<file path="config.mk">
export PLATFORM = sky130hd
export DESIGN_NAME = expr_string_tx
export DESIGN_NICKNAME = d
export VERILOG_FILES = /design/src/rtl/expr_pkg.sv /design/src/rtl/expr_string_tx.sv
export SDC_FILE = /design/constraint.sdc
export NUM_CORES = 1
export LEC_CHECK = 0
export ABC_AREA = 1
export CORE_MARGIN = 2
export CORE_UTILIZATION = 47
export CTS_CLUSTER_SIZE = 24
export DETAILED_ROUTE_END_ITERATION = 8
export GPL_TIMING_DRIVEN = 1
export PLACE_DENSITY = 0.85
export SETUP_SLACK_MARGIN = 0.4
export SLEW_MARGIN = 20
export SYNTH_ARGS = -nofsm -noshare
export SYNTH_HDL_FRONTEND = slang
export SYNTH_SLANG_ARGS = --single-unit
</file>
<file path="constraint.sdc">
create_clock -name clk -period 1.9 [get_ports clk]
set_input_delay 0.285 -clock clk [delete_from_list [all_inputs] [get_ports clk]]
set_output_delay 0.285 -clock clk [all_outputs]
set_load 0.01 [all_outputs]
</file>
<file path="src/rtl/expr_pkg.sv">
// Shared definitions for the expression-string link (transmitter and recogniser).
//   - ASCII constants for digits and operators
//   - tx FSM state encoding
//   - operator bit encoding (0 = '+', 1 = '*')
package expr_pkg;

    localparam logic [7:0] CH_ZERO = 8'h30;
    localparam logic [7:0] CH_PLUS = 8'h2B;
    localparam logic [7:0] CH_MUL  = 8'h2A;

    typedef enum logic [1:0] {
        IDLE   = 2'd0,
        EMIT_D = 2'd1,
        EMIT_O = 2'd2
    } tx_state_e;

    typedef enum logic {
        OP_PLUS = 1'b0,
        OP_MUL  = 1'b1
    } op_e;

endpackage

</file>
<file path="src/rtl/expr_string_tx.sv">
// Expression-string transmitter: serialises digit terms separated by '+'/'*'
// into ASCII bytes over a valid/ready interface, one byte per accepted transfer.
// Ports:
//   clk        system clock (rising edge)
//   clr        asynchronous active-low reset
//   start      request pulse, sampled only in IDLE
//   num_terms  number of digit terms (1..MAX_TERMS)
//   digits     BCD digits, term i in [4i+3:4i]
//   ops        operator i between term i and i+1 (0='+', 1='*')
//   busy       transfer in progress
//   out        ASCII character
//   out_valid  out holds a valid byte
//   out_ready  consumer accepts the byte
//   last       final byte of the expression
//   err        one-cycle pulse on a rejected start
module expr_string_tx
    import expr_pkg::*;
#(
    parameter int unsigned MAX_TERMS = 8
) (
    input  logic                   clk,
    input  logic                   clr,
    input  logic                   start,
    input  logic [3:0]             num_terms,
    input  logic [4*MAX_TERMS-1:0] digits,
    input  logic [MAX_TERMS-2:0]   ops,
    output logic                   busy,
    output logic [7:0]             out,
    output logic                   out_valid,
    input  logic                   out_ready,
    output logic                   last,
    output logic                   err
);

    tx_state_e        state_q, state_d;
    logic [3:0]       idx_q, idx_d;
    logic [3:0]       n_q, n_d;
    // Latched data is held in 16-entry arrays so the 4-bit idx indexes them
    // directly; entries at and beyond MAX_TERMS are always zero.
    logic [15:0][3:0] dig_q, dig_d;
    logic [15:0]      ops_q, ops_d;
    logic [7:0]       out_q, out_d;
    logic             valid_q, valid_d;
    logic             busy_q, busy_d;
    logic             last_q, last_d;
    logic             err_q, err_d;

    logic [15:0][3:0] dig_in;
    logic [15:0]      ops_in;
    logic             legal;

    always_comb begin
        dig_in = '0;
        ops_in = '0;
        legal  = (num_terms != 4'd0) && (32'(num_terms) <= MAX_TERMS);
        for (int unsigned i = 0; i < MAX_TERMS; i++) begin
            dig_in[i] = digits[4*i +: 4];
            if ((i < 32'(num_terms)) && (digits[4*i +: 4] > 4'd9)) begin
                legal = 1'b0;
            end
        end
        for (int unsigned i = 0; i < MAX_TERMS - 1; i++) begin
            ops_in[i] = ops[i];
        end
    end

    // Outputs are registered, so each transition also computes the byte
    // that will be presented in the following cycle.
    always_comb begin
        state_d = state_q;
        idx_d   = idx_q;
        n_d     = n_q;
        dig_d   = dig_q;
        ops_d   = ops_q;
        out_d   = out_q;
        valid_d = valid_q;
        busy_d  = busy_q;
        last_d  = last_q;
        err_d   = 1'b0;

        unique case (state_q)
            IDLE: begin
                if (start) begin
                    if (legal) begin
                        state_d = EMIT_D;
                        idx_d   = '0;
                        n_d     = num_terms;
                        dig_d   = dig_in;
                        ops_d   = ops_in;
                        out_d   = CH_ZERO + {4'd0, dig_in[0]};
                        valid_d = 1'b1;
                        busy_d  = 1'b1;
                        last_d  = (num_terms == 4'd1);
                    end else begin
                        err_d = 1'b1;
                    end
                end
            end
            EMIT_D: begin
                if (out_ready) begin
                    if (idx_q == n_q - 4'd1) begin
                        state_d = IDLE;
                        valid_d = 1'b0;
                        busy_d  = 1'b0;
                        last_d  = 1'b0;
                    end else begin
                        state_d = EMIT_O;
                        out_d   = (ops_q[idx_q] == OP_MUL) ? CH_MUL : CH_PLUS;
                        last_d  = 1'b0;
                    end
                end
            end
            EMIT_O: begin
                if (out_ready) begin
                    state_d = EMIT_D;
                    idx_d   = idx_q + 4'd1;
                    out_d   = CH_ZERO + {4'd0, dig_q[idx_d]};
                    last_d  = (idx_d == n_q - 4'd1);
                end
            end
            default: begin
                state_d = IDLE;
                valid_d = 1'b0;
                busy_d  = 1'b0;
                last_d  = 1'b0;
            end
        endcase
    end

    always_ff @(posedge clk or negedge clr) begin
        if (!clr) begin
            state_q <= IDLE;
            idx_q   <= '0;
            n_q     <= '0;
            dig_q   <= '0;
            ops_q   <= '0;
            out_q   <= '0;
            valid_q <= 1'b0;
            busy_q  <= 1'b0;
            last_q  <= 1'b0;
            err_q   <= 1'b0;
        end else begin
            state_q <= state_d;
            idx_q   <= idx_d;
            n_q     <= n_d;
            dig_q   <= dig_d;
            ops_q   <= ops_d;
            out_q   <= out_d;
            valid_q <= valid_d;
            busy_q  <= busy_d;
            last_q  <= last_d;
            err_q   <= err_d;
        end
    end

    assign out       = out_q;
    assign out_valid = valid_q;
    assign busy      = busy_q;
    assign last      = last_q;
    assign err       = err_q;

endmodule

</file>
==> results of run 1 <==
## layout by cell type (no fill, tap or decap), drive strengths merged, types with 3 or more instances in the layout
master | netlist | final
ha | 7 | 7
o211ai | 3 | 3
dfrtp | 58 | 58
nor2 | 19 | 19
or2 | 3 | 3
o21ai | 67 | 67
buf | 12 | 77
nand3 | 36 | 36
nand2 | 118 | 118
clkdlybuf4s15 | 0 | 11
xor2 | 3 | 3
dlygate4sd2 | 0 | 19
clkdlybuf4s50 | 0 | 17
inv | 66 | 66
a21oi | 23 | 23
clkbuf | 6 | 17
## critical path, delay by kind of cell, from the launching register on
family,cells,cell delay [ns]
xor gates and xnor gates,1,0.14
adders and majority gates,1,0.19
buffers and inverters,4,0.39
DFF,1,0.44
and+or+nand+nor,8,0.71
## through the flow
| stage | setup slack (ns) | TNS [ns] | hold slack [ns] | area (sq um) | std cells |
|---|---|---|---|---|---|
| 3_3_place_gp | -0.2053 | -9.494 | 0.3085 | 4074 | 583 |
| 6_report | -0.03920 | -0.03920 | 0.1815 | 5171 | 638 |
| 3_5_place_dp | -0.2894 | -12.95 | 0.3124 | 4074 | 583 |
| 4_1_cts | 0.2115 | 0 | 0.1672 | 4566 | 623 |
| 5_1_grt | -0.07798 | -0.2505 | 0.1922 | 5171 | 638 |
| 2_1_floorplan | 0.2996 | 0 | -0.01059 | 3236 | 431 |
## cell type report
class | count | area (sq um) | area share, %
Clock buffer | 14 | 162.7 | 3.145
Timing Repair Buffer | 128 | 1280 | 24.75
Inverter | 67 | 259.0 | 5.008
Sequential cell | 58 | 1454 | 28.12
Antenna cell | 1 | 2.502 | 0.04839
Clock inverter | 2 | 35.03 | 0.6775
Multi-Input combinational cell | 288 | 1878 | 36.32
Tap cell | 80 | 100.1 | 1.936
## cell families (layout without fill, tap and decap cells)
kind of cell | Yosys count | count (layout) | share of synthesized area [%]
xor gates and xnor gates | 3 | 3 | 0.8230
other | 1 | 3 | 0.1174
buffers and inverters | 85 | 211 | 11.68
AOI/OAI and AO/OA | 97 | 97 | 15.71
adders and majority gates | 7 | 7 | 2.743
DFF | 58 | 58 | 45.45
and+or+nand+nor | 179 | 179 | 23.47
## power groups by stage
stage	registers [uW]	logic [uW]	clock network [uW]
final	2160	3890	1200
after global routing	2200	4100	1240
after CTS	2080	2960	1170
after detailed placement	2090	2650	0
after global placement	2070	2560	0
after floorplan	2050	1760	0
## per-layer routing
metal | vias up | global-route usage, % | routed length [microns]
met5 | - | 0 | 0
met4 | 0 | 17.19 | 1074
li1 | 1621 | - | -
met1 | 1755 | 32.13 | 4373
met2 | 330 | 48.53 | 6252
met3 | 122 | 5.143 | 1196
## state kept, by name (all words and copies together), names as in the netlist
register	flops
dig_q	32
ops_q	7
out	6
idx_q	4
n_q	4
state_q	2
busy	1
err	1
last	1
## what timing repair did
| action | in CTS | in global routing |
|---|---|---|
| gates resized for setup | 128 | 137 |
| pin swaps | 40 | 24 |
| hold buffers | 1 | 0 |
| endpoints found under the setup margin | 67 | 57 |
| endpoints found under the hold margin | 58 | 0 |
| buffers inserted | 21 | 10 |
| cloned | 2 | 4 |
## path summary, 6_finish.rpt
check / to / slack [ns] / cells after the start
min in group asynchronous: ops_q[2] / 0.45 / 3
worst max register to register: last / -0.04 / 14
worst max-delay path: last / -0.04 / 14
max in group asynchronous: idx_q[0] / 1.16 / 3
worst min register to register: out[5] / 0.49 / 2
worst min-delay path: dig_q[29] / 0.18 / 3
==> impl_metrics.toml, run 1 <==
[status]
outcome = "complete, but fails checks"
failed_checks = "negative setup slack"

[finish]
fill_cells = 391
fin_util_pct = 77.40
finalNetCount = 606
syn_to_final_growth_pct = 61.95
drive_gt1_share_pct = 39.86

[floorplanning]
num_rows = 30
io_pins = 59
die_height_microns = 86.43
core_area_sq_um = 6681
fp.dieW_microns = 86.43
die_area_sq_um = 7469
initial_core_util_pct = 47.79

[cts]
cts.path.max_buffers = 2
cts_tree = "built"
clock_sinks = 58
htree_levels = 3
cts.clk_slew.worst_paths_ns = 0.07
clockRootBuffer = "clkbuf_8"
cts_buffers = 9
clk_latency_ns = 0.36

[yosys]
yosysTopAreaCell = "dfrtp_1"
netlist_top_cells_area = "dfrtp_1 45%, nand2_1 14%, inv_1 7.8%"
synth.top_cell.area_share_pct = 45.45
ys_types = 25
synth_most_common_cell = "nand2_1"
ys.flop_type = "dfrtp_1"
syn_area_per_cell_sq_um = 7.426
yosys_warnings = 0
syn_area_sq_um = 3193
synthArstFlopShare_pct = 100.0
ys_ff_latch = 58
syn_inst = 430
synth_common_cells = "117 x nand2_1, 66 x inv_1, 58 x dfrtp_1, 37 x o21ai_0, 36 x nand3_1"
yosysSeqAreaShare_pct = 45.45
synth_edf_count = 0

[worst_hold_path]
min_from = "digits[29]"
min_path_type = "input pin to register"

[routing]
avgRoutedWirePerCell_microns = 20.21
drtIter0Drc = 640
routed_wl_microns = 12900
via_per_inst = 6.000
first_pass_iters = 6
ant_nets = 0
drc = 0
via_count = 3828

[worst_setup_path]
cp_data_required_time_ns = 2.21
critPathCaptureType = "register"
cp_slowest_cell = "dfrtp_1"
start_kind = "register"
path_cells = "inv_2, ha_4, inv_4, nand2_1, nand3_2, nand2_2, buf_4, buf_4, xor2_1, nor2_1, nand2_1, nand2_2, nand2_2, nand2_1"
critical_path_class = "register to register"
r2r_start = "n_q[1]"
crit_start = "n_q[1]"
path_max_fanout = 3
cp_slowest_stage_delay_ns = 0.44
arrival_ns = 2.24

[placed_design]
io_buffers = 56
place_hpwl_microns = 5897
gp_congestion = 0.9162

[pwr]
total_power_uw = 7255
p_switching_uw = 3161
p_comb_share_pct = 53.7
pwr-share-seq_pct = 29.8
power.leakage_uw = 0.002613
intPower_uw = 4094
power_density_nw_per_um2 = 1403
clkPwrFrac_pct = 16.5
ir_worst_vdd_mv = 0.7281
power.share.switching_pct = 43.57

[timing]
finalClockSkew_ns = 0.005143
rsz0062_at_grt = "yes"
min_period_ns = 1.939
fmax_ghz = 0.5157
setup_viol = 1
period_share_pct = 102.1
hold_viol = 0
final_max_slew_viol_count = 0
setup_slack_ns = -0.03920

[global_route]
grt_first_pass_wirelength_microns = 15950
grt.overflow.total = 0
grt_max_degree = 59
grtUsageTotal_pct = 28.08
antenna_found_initial = 1
grt_pass1_vias = 3393

[flow_run]
maxCapViolCount = 0
No activity file was read; power rests on OpenSTA's default activity.
==> run 2, diff against run 1 <==
--- a/config.mk
+++ b/config.mk
@@ -13,7 +13,6 @@
 export GPL_TIMING_DRIVEN = 1
 export PLACE_DENSITY = 0.85
 export SETUP_SLACK_MARGIN = 0.4
-export SLEW_MARGIN = 20
 export SYNTH_ARGS = -nofsm -noshare
 export SYNTH_HDL_FRONTEND = slang
 export SYNTH_SLANG_ARGS = --single-unit
==> results of run 2 <==
Same layout as run 1: the final DEF is identical, and so are final timing and power.
